<file path="src/rtl/fifo_word_packer.sv">
`default_nettype none
// ============================================================================
// Module   : fifo_word_packer
// Brief    : Pops bytes from a registered-read byte FIFO and packs them
//            little-endian into words on a valid/ready output.
//            Optional partial-word flush: FIFO_PACKER_FLUSH_EN.
// Revision : 1.0
// ============================================================================
module fifo_word_packer #(
    parameter int BYTES_PER_WORD = 4,
    parameter int TIMEOUT        = 15
) (
    input  logic                        clk,
    input  logic                        rst,
    input  logic                        fifo_empty,
    input  logic [7:0]                  fifo_data,
    output logic                        ren,
    output logic [8*BYTES_PER_WORD-1:0] word_data,
    output logic [BYTES_PER_WORD-1:0]   word_keep,
    output logic                        word_valid,
    input  logic                        word_ready
);

    localparam int                c_CNT_W = $clog2(BYTES_PER_WORD) + 1;
    localparam logic [c_CNT_W-1:0] c_FULL  = c_CNT_W'(BYTES_PER_WORD);

    if (BYTES_PER_WORD < 2 || BYTES_PER_WORD > 8 || TIMEOUT < 1 || TIMEOUT > 255) begin : g_param_check
        $error("fifo_word_packer: parameter out of range");
    end

    typedef enum logic [0:0] {
        S_FILL = 1'b0,
        S_HOLD = 1'b1
    } state_t;

    state_t                      r_state;
    state_t                      w_state_nxt;
    logic [c_CNT_W-1:0]          r_count;
    logic [c_CNT_W-1:0]          w_count_nxt;
    logic                        r_pending;
    logic [8*BYTES_PER_WORD-1:0] r_word;
    logic [8*BYTES_PER_WORD-1:0] w_word_nxt;
    logic                        w_idle_hit;

`ifdef FIFO_PACKER_FLUSH_EN
    logic [7:0] r_idle;
    logic [7:0] w_idle_nxt;

    // Idle time only accrues while a partial word waits on an empty FIFO
    // with nothing in flight.
    always_comb begin
        w_idle_nxt = r_idle;
        w_idle_hit = 1'b0;
        if (r_state != S_FILL || r_pending) begin
            w_idle_nxt = '0;
        end else if (r_count != '0 && fifo_empty) begin
            w_idle_nxt = r_idle + 8'd1;
            if (w_idle_nxt == 8'(TIMEOUT)) begin
                w_idle_hit = 1'b1;
                w_idle_nxt = '0;
            end
        end
    end

    always_ff @(posedge clk) begin
        if (rst) begin
            r_idle <= '0;
        end else begin
            r_idle <= w_idle_nxt;
        end
    end

    always_comb begin
        word_keep = '0;
        for (int i = 0; i < BYTES_PER_WORD; i++) begin
            word_keep[i] = (r_count > c_CNT_W'(i));
        end
    end
`else
    assign w_idle_hit = 1'b0;
    assign word_keep  = {BYTES_PER_WORD{r_state == S_HOLD}};
`endif

    always_comb begin
        w_state_nxt = r_state;
        w_count_nxt = r_count;
        w_word_nxt  = r_word;
        word_valid  = (r_state == S_HOLD);
        // The in-flight read is counted so ren never over-reads past one word.
        ren         = (r_state == S_FILL) && !fifo_empty &&
                      ((r_count + c_CNT_W'(r_pending)) < c_FULL);
        case (r_state)
            S_FILL: begin
                if (r_pending) begin
                    for (int i = 0; i < BYTES_PER_WORD; i++) begin
                        if (r_count == c_CNT_W'(i)) begin
                            w_word_nxt[8*i +: 8] = fifo_data;
                        end
                    end
                    w_count_nxt = r_count + c_CNT_W'(1);
                    if (w_count_nxt == c_FULL) begin
                        w_state_nxt = S_HOLD;
                    end
                end else if (w_idle_hit) begin
                    w_state_nxt = S_HOLD;
                end
            end
            S_HOLD: begin
                if (word_ready) begin
                    w_state_nxt = S_FILL;
                    w_count_nxt = '0;
                    w_word_nxt  = '0;
                end
            end
            default: begin
                w_state_nxt = S_FILL;
            end
        endcase
    end

    always_ff @(posedge clk) begin
        if (rst) begin
            r_state   <= S_FILL;
            r_count   <= '0;
            r_pending <= 1'b0;
            r_word    <= '0;
        end else begin
            r_state   <= w_state_nxt;
            r_count   <= w_count_nxt;
            r_pending <= ren;
            r_word    <= w_word_nxt;
        end
    end

    assign word_data = r_word;

endmodule
`default_nettype wire

</file>
<file path="config.mk">
export PLATFORM = sky130hd
export DESIGN_NAME = fifo_word_packer
export DESIGN_NICKNAME = d
export VERILOG_FILES = /design/src/rtl/fifo_word_packer.sv
export SDC_FILE = /design/constraint.sdc
export NUM_CORES = 1
export LEC_CHECK = 0
export ABC_AREA = 1
export CORE_MARGIN = 2
export CORE_UTILIZATION = 35
export DETAILED_ROUTE_END_ITERATION = 10
export PLACE_DENSITY = 0.7
export SYNTH_ARGS = -nofsm -noshare
export SYNTH_HDL_FRONTEND = slang
export SYNTH_SLANG_ARGS = --single-unit
export TNS_END_PERCENT = 100
</file>
<file path="constraint.sdc">
create_clock -name clk -period 1.2 [get_ports clk]
set_input_delay 0.24 -clock clk [delete_from_list [all_inputs] [get_ports clk]]
set_output_delay 0.24 -clock clk [all_outputs]
set_load 0.05 [all_outputs]
</file>
==> key figures <==
Power and ir drop
  – Pwr Density: 839 nW/um2
  – Clock power frac: 29.4%
  – NetSw: 0.907 mW
  – Leakage power: 1.58 nW
  – Switching portion of total power: 31.0%
  – Internal: 2.02 mW
  – Sequential share of power: 44.8%
  – Total power: 2.92 mW
  – Comb pwr share: 25.8%
  – Max VDD drop: 0.000602 V

Clocking
  – H-tree Lvls: 2
  – Clock Tree Root: clkbuf_8
  – Max Root-Sink Buffers: 2
  – Hold_buf cts: 0
  – CTS Buf Count: 5
  – Clock sink count: 37
  – Clk slew on worst S/H paths: 70 ps
  – CTS tree: yes
  – Clock Latency Late Sink: 300 ps

STA
  – Clock Skews: 7.85 ps
  – Max frequency: 673 MHz
  – Hold_ws: 434 ps
  – RSZ-0062 raised after global routing: true
  – Actual slew at the worst max-slew pin: 285 ps
  – Max-slew violation count: 0
  – Slew HR: 81.0%
  – Final Hold Vio Count: 0
  – Tmin final: 1490 ps
  – Setup WS post-layout: -287 ps
  – Final setup fails: 42
  – Total negative setup slack: -7650 ps
  – Final period util: 124%

Routing
  – Final WL: 6.07 mm
  – Via Count: 1923
  – DRT antenna net count: 0
  – DR WL/cell: 14.7 um
  – Drt drc: 0
  – DR pass1 iterations: 6
  – Drt first-iter violations: 111
  – Via density: 4.67

Finish
  – P&R area growth vs syn: 95.2%
  – Most frequent cells in the layout: nand2_1, nor2_1, buf_12, inv_1, dfxtp_1
  – Ratio of cells with drive above 1 in the final layout: 42.9%
  – Antenna cells: 0
  – Commonest non-fill, non-tap cell in the layout: nand2_1
  – Util after Layout: 72.3%
  – Layout net count: 362

Global route
  – Global-route wire length before repair: 8.20 mm
  – Number of global-route vias before repair: 1796
  – Largest net degree at the start of global routing: 34
  – Aggregate global routing overflow: 0
  – Initial antenna violation count: 0
  – GRT Total Usage: 19.6%

Logic synthesis
  – Syn avg cell area: 6.76 um2
  – Syn Nets: 282
  – Yosys warning count: 0
  – Post-Synthesis Cells: 264
  – Post-synthesis sequential area ratio: 41.5%
  – Synth cell types: 17
  – Synth Cell Area: 1780 um2
  – Yosys reg bits: 37

Placed design
  – Number of port buffers: 49
  – Hpwl dp: 3.18 mm
  – Routability congestion estimate: 0.891

Floorplan
  – Placement Rows: 25
  – Top-Level Pins: 50
  – Die width: 75.4 um
  – Core area: 4820 um2
  – Die H: 75.4 um
  – Initial Utilization: 37.0%
  – Die footprint: 5690 um2

Setup path
  – Critical path peak fanout: 6
  – FF-to-FF End: word_data[30]
  – Worst EP required: 1390 ps
  – Reg2reg path depth: 9
  – Reg2reg setup slack: -290 ps
  – Nature of the critical path startpoint: flop
  – Crit Path Class: reg -> reg
  – Arrival time worst endpoint: 1680 ps
  – Reg2reg start: r_count[0]
  – Crit. End Element: flop

Status
  – Run status: finished with violations
  – Failing checks: setup timing

Hold path
  – Worst Min Path Start: fifo_empty
  – Hold path depth: 5
  – Hold WC Path Type: in -> reg
  – Hold EP: r_pending

Flow run
  – Max cap viols: 0
==> worst max path at each step <==
stage               start       endpoint  slack [ps]
2_1_floorplan  word_valid            ren        -180
3_5_place_dp   fifo_empty            ren        -360
4_1_cts        r_count[2]            ren        -300
6_report       r_count[0]  word_data[30]        -290
5_1_grt        r_count[0]  word_data[30]        -360
3_3_place_gp   fifo_empty            ren        -310
==> power by group through the flow <==
stage | Sequential, mW | Clock (mW) | Combinational (mW)
floorplan | 1.44 | 0 | 0.201
finish | 1.31 | 0.859 | 0.755
CTS | 1.31 | 0.871 | 0.646
global placement | 1.34 | 0 | 0.567
detailed placement | 1.34 | 0 | 0.575
global route | 1.31 | 0.941 | 0.796
==> synthesized netlist by cell type <==
cell type	n	area [um2]
buf_4	5	37.5
or2_2	2	12.5
a21oi_1	13	65.1
buf_2	3	15.0
nand2_1	64	240
ha_1	6	75.1
inv_2	2	7.51
nand3b_1	3	22.5
o21ai_0	1	5.00
dfxtp_1	37	741
nand3_1	8	40.0
nor2_1	64	240
buf_6	4	45.0
inv_1	38	143
buf_1	1	3.75
nand2_2	11	68.8
nand2_4	2	22.5
==> sequential cells by signal, summed over array words and instances (netlist names) <==
| name | flops |
|---|---|
| word_valid | 1 |
| r_pending | 1 |
| r_count | 3 |
| word_data | 32 |
==> what timing repair did <==
| action | CTS | global route |
|---|---|---|
| buffers inserted | 5 | 6 |
| setup endpoints to repair | 36 | 41 |
| cloned | 5 | 1 |
| resized for setup | 33 | 44 |
| pin swaps | 10 | 15 |
| endpoints found under the hold margin | 0 | 0 |
==> per-stage QoR <==
stage	cell area (um2)	std cells	setup slack, ps
after CTS	3230	405	-301
after floorplan	1890	264	-176
final	3480	412	-287
after detailed placement	2910	387	-365
after global routing	3480	412	-358
after global placement	2910	387	-314
==> per-layer routing <==
layer  GRT usage, %  up-vias  share of wire (%)  routed length [um]
li1               -      946                  -                   -
met5              0        -                  0                   0
met4           9.36        0                2.7                 163
met1           23.8      892                 37                2270
met3           3.97       13                6.6                 402
met2           33.3       72                 53                3240
==> cells by family after synthesis <==
kind of cell | count (synthesis) | share of synthesized area (%)
AND/OR/NAND/NOR | 154 | 36.3
buffers and inverters | 53 | 14.1
AO/OA/AOI/OAI | 14 | 3.93
flip-flops | 37 | 41.5
adder cells (fa/ha/maj) | 6 | 4.21
==> critical path, stage by stage (launching register included) <==
cell and delay [ps]:
dfxtp_4 360, buf_4 160, ha_2 190, ha_1 180, inv_2 70, nand2_4 90, nand2_8 100, nand2_1 80
nand2_1 90, nor2_1 50
==> area by class of cell <==
type                       count  area [um2]
clock buffer                   5        68.8
timing repair buffer          81        1230
tap                           67        83.8
multi-input combinational    179        1150
sequential                    37         754
clock inverter                 3        17.5
fill                         318        1340
inverter                      40         176
Power figures use the tool's default switching activity.
